==> src/rtl/counter_ctrl_defs.sv <==
// Shared definitions for the counter step controller: FSM state
// encodings, direction constants and a small grant decoding helper.
package counter_ctrl_defs;

  typedef enum logic [1:0] {
    ST_IDLE   = 2'd0,
    ST_ISSUE  = 2'd1,
    ST_SETTLE = 2'd2
  } state_t;

  localparam logic DIR_UP   = 1'b1;
  localparam logic DIR_DOWN = 1'b0;

  // Index of the requester selected by a one-hot two-bit grant vector.
  function automatic logic grant_idx(input logic [1:0] g);
    return (g == 2'b10);
  endfunction

endpackage

==> src/rtl/rr_arbiter2.sv <==
// Two-input round-robin picker. A lone request always wins; on a tie the
// requester that was not served last wins. Purely combinational.
module rr_arbiter2 (
  input  logic [1:0] req,
  input  logic       last,
  output logic [1:0] gnt
);

  // Pick the winner from the active requests and the last-served pointer
  always_comb begin
    gnt = 2'b00;
    case (req)
      2'b01:   gnt = 2'b01;
      2'b10:   gnt = 2'b10;
      2'b11:   gnt = last ? 2'b01 : 2'b10;
      default: gnt = 2'b00;
    endcase
  end

endmodule

==> src/rtl/counter_step_arbiter.sv <==
// Shares the up/down counter between two step requesters. Each accepted
// request produces a one-cycle step pulse on cnt_enable (or an at_limit
// pulse when the step would cross a bound), followed by a settle window.
module counter_step_arbiter
  import counter_ctrl_defs::*;
#(
  parameter int WIDTH         = 4,
  parameter int MIN_VAL       = 0,
  parameter int MAX_VAL       = 15,
  parameter int WRAP          = 0,
  parameter int SETTLE_CYCLES = 1
) (
  input  logic             clk,
  input  logic             reset,
  input  logic [1:0]       req,
  input  logic [1:0]       dir,
  input  logic [WIDTH-1:0] count_in,
  output logic             cnt_enable,
  output logic             cnt_forward,
  output logic [1:0]       grant,
  output logic             at_limit,
  output logic             busy
);

  localparam int SW = (SETTLE_CYCLES > 1) ? $clog2(SETTLE_CYCLES) : 1;
  localparam logic [SW-1:0]    SETTLE_LOAD = SW'(SETTLE_CYCLES - 1);
  localparam logic [WIDTH-1:0] MIN_L       = WIDTH'(MIN_VAL);
  localparam logic [WIDTH-1:0] MAX_L       = WIDTH'(MAX_VAL);

  state_t        state_q;
  logic          last_q;
  logic [SW-1:0] settle_q;
  logic          cnt_enable_q;
  logic          cnt_forward_q;
  logic [1:0]    grant_q;
  logic          at_limit_q;
  logic          busy_q;

  logic [1:0]    win_d;
  logic          win_idx_d;
  logic          dir_w_d;
  logic          blocked_d;

  rr_arbiter2 u_rr (
    .req  (req),
    .last (last_q),
    .gnt  (win_d)
  );

  // Direction of the winner and whether its step would cross a bound
  always_comb begin
    win_idx_d = grant_idx(win_d);
    dir_w_d   = win_idx_d ? dir[1] : dir[0];
    blocked_d = 1'b0;
    if (WRAP == 0) begin
      if (dir_w_d == DIR_UP)
        blocked_d = (count_in == MAX_L);
      else if (dir_w_d == DIR_DOWN)
        blocked_d = (count_in == MIN_L);
    end
  end

  // Step FSM with registered outputs; reset abandons any in-flight step
  always_ff @(posedge clk) begin
    if (!reset) begin
      state_q       <= ST_IDLE;
      last_q        <= 1'b1;
      settle_q      <= '0;
      cnt_enable_q  <= 1'b0;
      cnt_forward_q <= 1'b0;
      grant_q       <= 2'b00;
      at_limit_q    <= 1'b0;
      busy_q        <= 1'b0;
    end else begin
      case (state_q)
        ST_IDLE: begin
          if (|req) begin
            state_q       <= ST_ISSUE;
            busy_q        <= 1'b1;
            last_q        <= win_idx_d;
            grant_q       <= win_d;
            cnt_forward_q <= dir_w_d;
            cnt_enable_q  <= !blocked_d;
            at_limit_q    <= blocked_d;
          end
        end
        ST_ISSUE: begin
          state_q      <= ST_SETTLE;
          settle_q     <= SETTLE_LOAD;
          grant_q      <= 2'b00;
          cnt_enable_q <= 1'b0;
          at_limit_q   <= 1'b0;
        end
        ST_SETTLE: begin
          if (settle_q == '0) begin
            state_q <= ST_IDLE;
            busy_q  <= 1'b0;
          end else begin
            settle_q <= settle_q - SW'(1);
          end
        end
        default: begin
          state_q      <= ST_IDLE;
          busy_q       <= 1'b0;
          grant_q      <= 2'b00;
          cnt_enable_q <= 1'b0;
          at_limit_q   <= 1'b0;
        end
      endcase
    end
  end

  assign cnt_enable  = cnt_enable_q;
  assign cnt_forward = cnt_forward_q;
  assign grant       = grant_q;
  assign at_limit    = at_limit_q;
  assign busy        = busy_q;

endmodule

==> config.mk <==
export PLATFORM = sky130hd
export DESIGN_NAME = counter_step_arbiter
export DESIGN_NICKNAME = d
export VERILOG_FILES = /design/src/rtl/counter_ctrl_defs.sv /design/src/rtl/rr_arbiter2.sv /design/src/rtl/counter_step_arbiter.sv
export SDC_FILE = /design/constraint.sdc
export NUM_CORES = 1
export LEC_CHECK = 0
export BUFFER_PORTS_ARGS = -buffer_cell sky130_fd_sc_hd__buf_2
export CAP_MARGIN = 20
export CORE_AREA = 3 3 40 42
export CTS_CLUSTER_DIAMETER = 150
export DETAILED_ROUTE_END_ITERATION = 12
export DIE_AREA = 0 0 43 45
export SETUP_SLACK_MARGIN = 0.4
export SYNTH_ARGS = -nofsm -noshare
export SYNTH_HDL_FRONTEND = slang
export SYNTH_HIERARCHICAL = 1
export SYNTH_SLANG_ARGS = --single-unit
==> constraint.sdc <==
create_clock -name clk -period 3.71 [get_ports clk]
set_clock_uncertainty 0.15 [all_clocks]
set_input_delay 0.371 -clock clk [delete_from_list [all_inputs] [get_ports clk]]
set_output_delay 0.371 -clock clk [all_outputs]
set_load 0.01 [all_outputs]
# Yosys cells after proc, flatten, opt, wreduce, memory -nomap -nowiden
# Cells that the tools add are included.
# totals
reg_bits	10
in_bits	10
wordCells	47
# op_classes
addsub	1
n_eq_ne	9
mux	18
bitwise_logic	2
n_reduce_logical	9
# op_table
op	count
case mux 2 bit (3 select lines)	2
equality test 2 bit (second input constant)	4
two-way mux 2 bit	4
two-way mux 1 bit	7
case mux 1 bit (2 select lines)	3
AND reduction 2 bit	3
equality test 2 x 1 -> 1 bit (second input constant)	2
equality test 4 bit (second input constant)	1
zero test 4 bit	1
!= test 2 bit (second input constant)	2
case mux 2 bit (2 select lines)	1
case mux 1 bit (3 select lines)	1
AND reduction 3 bit	1
zero test 2 bit	1
inverter 1 bit	2
nonzero test 2 bit	1
OR reduction 2 bit	1
zero test 1 bit	1
subtractor 1 bit (second input constant)	1

# Logic depth before layout (Yosys ltp)
# depth
depth_word	8
mapped_depth	6

# Hierarchy
# Netlist, hierarchy kept.
# by_module_without_submodules
module	instances	cells_each	area_each_um2	seq_area_each_um2
counter_step_arbiter	1	32	371.6	180.2
rr_arbiter2	1	3	18.8	0.0

# Worst setup path before layout
# Ideal clock, no wire load.
# synth_timing
path_type	input to register
startpoint	input req[1]
endpoint	register cnt_enable_q, in the netlist cnt_enable
setup_time_ns	0.117
arrival_ns	1.370
required_ns	3.443
slack_ns	2.073
cell_stages	5
path_cell_list	a21boi_0 -> nand2b_4 -> mux2i_4 -> mux2i_1 -> a22o_1
# synth_between
elab_chain_len	8
elab_cells_between_ends	13
classes_between	5 x eq/ne; 5 x mux; 3 x reduce/logical
# synth_lines
element	line	text
start, declared	counter_step_arbiter.sv:15	input logic [1:0] req,
equality test 2 bit or equality test 2 x 1 -> 1 bit (tied branches)	rr_arbiter2.sv:12	case (req)
case mux 2 bit (3 select lines)	rr_arbiter2.sv:12	
equality test 2 bit	counter_ctrl_defs.sv:16	return (g == 2'b10);
two-way mux 1 bit	counter_step_arbiter.sv:53	dir_w_d = win_idx_d ? dir[1] : dir[0];
two-way mux 1 bit	counter_step_arbiter.sv:56	if (dir_w_d == DIR_UP)
zero test 1 bit	counter_step_arbiter.sv:83	cnt_enable_q <= !blocked_d;
two-way mux 1 bit	counter_step_arbiter.sv:77	if (|req) begin
case mux 1 bit (2 select lines)	counter_step_arbiter.sv:75	case (state_q)
end signal, assigned	counter_step_arbiter.sv:83	
end, declared	counter_step_arbiter.sv:33	logic cnt_enable_q;
# Several ways; a longest one is shown, not always the timed one. The select of a mux whose other input is x is not followed.
# A chain may end at the register's enable or synchronous reset.

# Final worst setup path
# layout_timing
startpoint	register last_q
endpoint	register cnt_enable_q, in the netlist cnt_enable
# layout_between
elab_chain_len	8
# layout_lines
element	line	text
start, declared	counter_step_arbiter.sv:31	logic last_q;
start signal, assigned	counter_step_arbiter.sv:80	last_q <= win_idx_d;
two-way mux 2 bit	rr_arbiter2.sv:15	2'b11: gnt = last ? 2'b01 : 2'b10;
case mux 2 bit (3 select lines)	rr_arbiter2.sv:12	
net win_d[1]	counter_step_arbiter.sv:39	logic [1:0] win_d;
equality test 2 bit	counter_ctrl_defs.sv:16	
two-way mux 1 bit	counter_step_arbiter.sv:53	
two-way mux 1 bit	counter_step_arbiter.sv:56	
zero test 1 bit	counter_step_arbiter.sv:83	
two-way mux 1 bit	counter_step_arbiter.sv:77	
case mux 1 bit (2 select lines)	counter_step_arbiter.sv:75	
# The timed path passes the listed nets, and every way through them passes these cells. The select of a mux whose other input is x is not followed.

==> flow_summary.toml <==
[synth]
synth_top_family_by_area = "compound AO/OA/AOI/OAI gates"
seq_area_frac_synth_pct = 46.2
synthDominantCellAreaShare_pct = 46.2
yosys.area_share.simple_pct = 16.0
synth_warnings = 6
synth-xor-area-share_pct = 0
avgSynthCellArea_sq_um = 11.2
synth.distinct_cells = 22
synth_area_sq_um = 390
ys_seq_elements = 9
synth_compound_area_share_pct = 26.6
synth_nets = 45
muxShareOfSynthArea_pct = 8.33
synth_cells = 35
synthAdderAreaFrac_pct = 0
yosysTopAreaCell = "dfxtp_1"
synth_area_leaders = "dfxtp_1 46%, mux2i_4 5.8%, o21bai_4 4.8%"

[global_routing]
grt.total_usage_pct = 8.27
first_global_vias = 293
grt_max_degree = 8
grt_pass1_wl_um = 1190
antenna_found_initial = 0
grt_overflow = 0

[sta]
hold_ws_ns = 0.182
setup_tns_ns = 0
slew_violations = 0
period_share_pct = 44.4
setup_viol = 0
period_needed_ns = 1.65
hold_viol_final = 0
relSlewSlack_pct = 67.9
rsz0062_at_grt = "false"
max_freq_mhz = 607
worst_pin_slew_ns = 0.480

[run]
cap_violations = 0

[clock_network]
post-cts-setup-buffers = 0
clk_path_buf_depth = 2
cts_buffers = 3
h-tree-depth = 1
cts.sinks = 9
cts_tree = "built"
cts_root_buffer = "clkbuf_4"
clk_pin_slew_ns = 0.06
cts_resized = 0
postCtsHoldBufs = 0
clk_latency_ns = 0.25

[floorplanning]
placeableCoreArea_sq_um = 1280
initial_core_util_pct = 30.4
ioPinCount = 16
dieHeight_um = 45
die_area_sq_um = 1940
die_w_um = 43
rows = 13

[setup_path]
cp-start-kind = "flip-flop"
arrival_ns = 1.69
end_kind = "flip-flop"
path_max_fanout = 3
worstSetupPathType = "reg2reg"
crit_required_ns = 3.76

[min_path]
hold_class = "in2reg"

[place]
place_congestion = 0.701
dp_hpwl_um = 600
port_buffers = 15
dpl.cell_count = 65
post_dp_cell_area_sq_um = 484

[power]
powerDensity_nw_per_um2 = 438
vdd_drop_max_mv = 0.195
leakagePower_uw = 0.000241
p_comb_share_pct = 17.4
switching_share_pct = 25.8
power.share.sequential_pct = 49.4
p_sw_uw = 57.7
power.internal_uw = 166
clockPowerShare_pct = 33.2

[final_layout]
final_cells = 69
final_cell_mix = "15 x buf_2, 9 x dfxtp_1, 3 x inv_1, 3 x nor2_1, 3 x clkbuf_4"
fin_util_pct = 39.7
diodes = 0
layout_commonest_cell = "buf_2"
fin_nets = 65
drive_above_1_share_pct = 42.6
syn_to_final_growth_pct = 30.8
final_design_area_no_fill_sq_um = 510

[routing]
vias_per_cell = 4.62
vias = 319
drt_iter0_drc = 4
avgRoutedWirePerCell_um = 11.0
firstDrtPassIters = 2
ant_nets = 0
postRouteWirelength_um = 756
drc = 0

[outcome]
status = "finished, final reports clean"
Yosys cell counts:
master	count
a211oi_1	1
a21boi_0	1
a21boi_1	1
a21oi_1	1
a22o_1	2
a22o_2	1
and3_1	1
and4_1	1
dfxtp_1	9
inv_1	3
mux2i_1	1
mux2i_4	1
nand2_1	1
nand2b_4	1
nor2_1	3
nor3_1	1
nor3b_1	1
nor4_1	1
o21ai_0	1
o21bai_4	1
o311ai_0	1
o41ai_2	1
cell families (layout without fill, tap and decap cells):
logic type / Yosys count / count (layout)
flops: 9 / 9
mux: 2 / 2
compound gates: 11 / 11
buf+inv: 3 / 22
simple gates: 10 / 10
layout make-up:
type                            instances  area, sq um
Multi-Input combinational cell         23          199
Inverter                                3         11.3
Timing Repair Buffer                   15         75.1
Sequential cell                         9          180
Fill cell                             140          774
Tap cell                               15         18.8
Clock buffer                            4         26.3
metal layers:
layer  vias up  track usage [%]  routed length (um)
li1        171                -                   -
met1       137             9.98                 348
met2         9             12.3                 335
met3         2             3.19                  66
met4         0             5.42                   6
met5         -                0                   0
final timing paths:
path	from	to	slack, ns	depth (start not counted)
setup / recovery	last_q	cnt_enable	2.06	5
hold reg to reg	at_limit	at_limit	0.31	2
hold / removal	reset	last_q	0.18	2
setup reg to reg	last_q	cnt_enable	2.06	5
critical path: stages (launching register included):
cell and delay (ns):
dfxtp_1 0.31, a21boi_0 0.37, nand2b_4 0.11, mux2i_4 0.19, mux2i_1 0.28, a22o_1 0.18
power groups by stage:
stage,registers (uW),clock network (uW),logic [uW]
finish,110,74.2,38.9
global placement,113,0,38.7
detailed placement,113,0,39.0
floorplan,114,0,21.4
global route,112,83.8,42.1
CTS,111,77.1,39.2
registers in the layout, indices dropped and copies added (netlist names):
| signal | cells |
|---|---|
| at_limit | 1 |
| busy | 1 |
| cnt_enable | 1 |
| cnt_forward | 1 |
| grant | 2 |
| last_q | 1 |
| state_q | 2 |
per-stage QoR:
stage          total power [uW]  setup WS (ns)
2_1_floorplan               136           2.07
3_3_place_gp                151           1.88
3_5_place_dp                152           1.85
4_1_cts                     227           2.03
5_1_grt                     237           1.90
6_report                    223           2.06
Power figures use the tool's default switching activity.
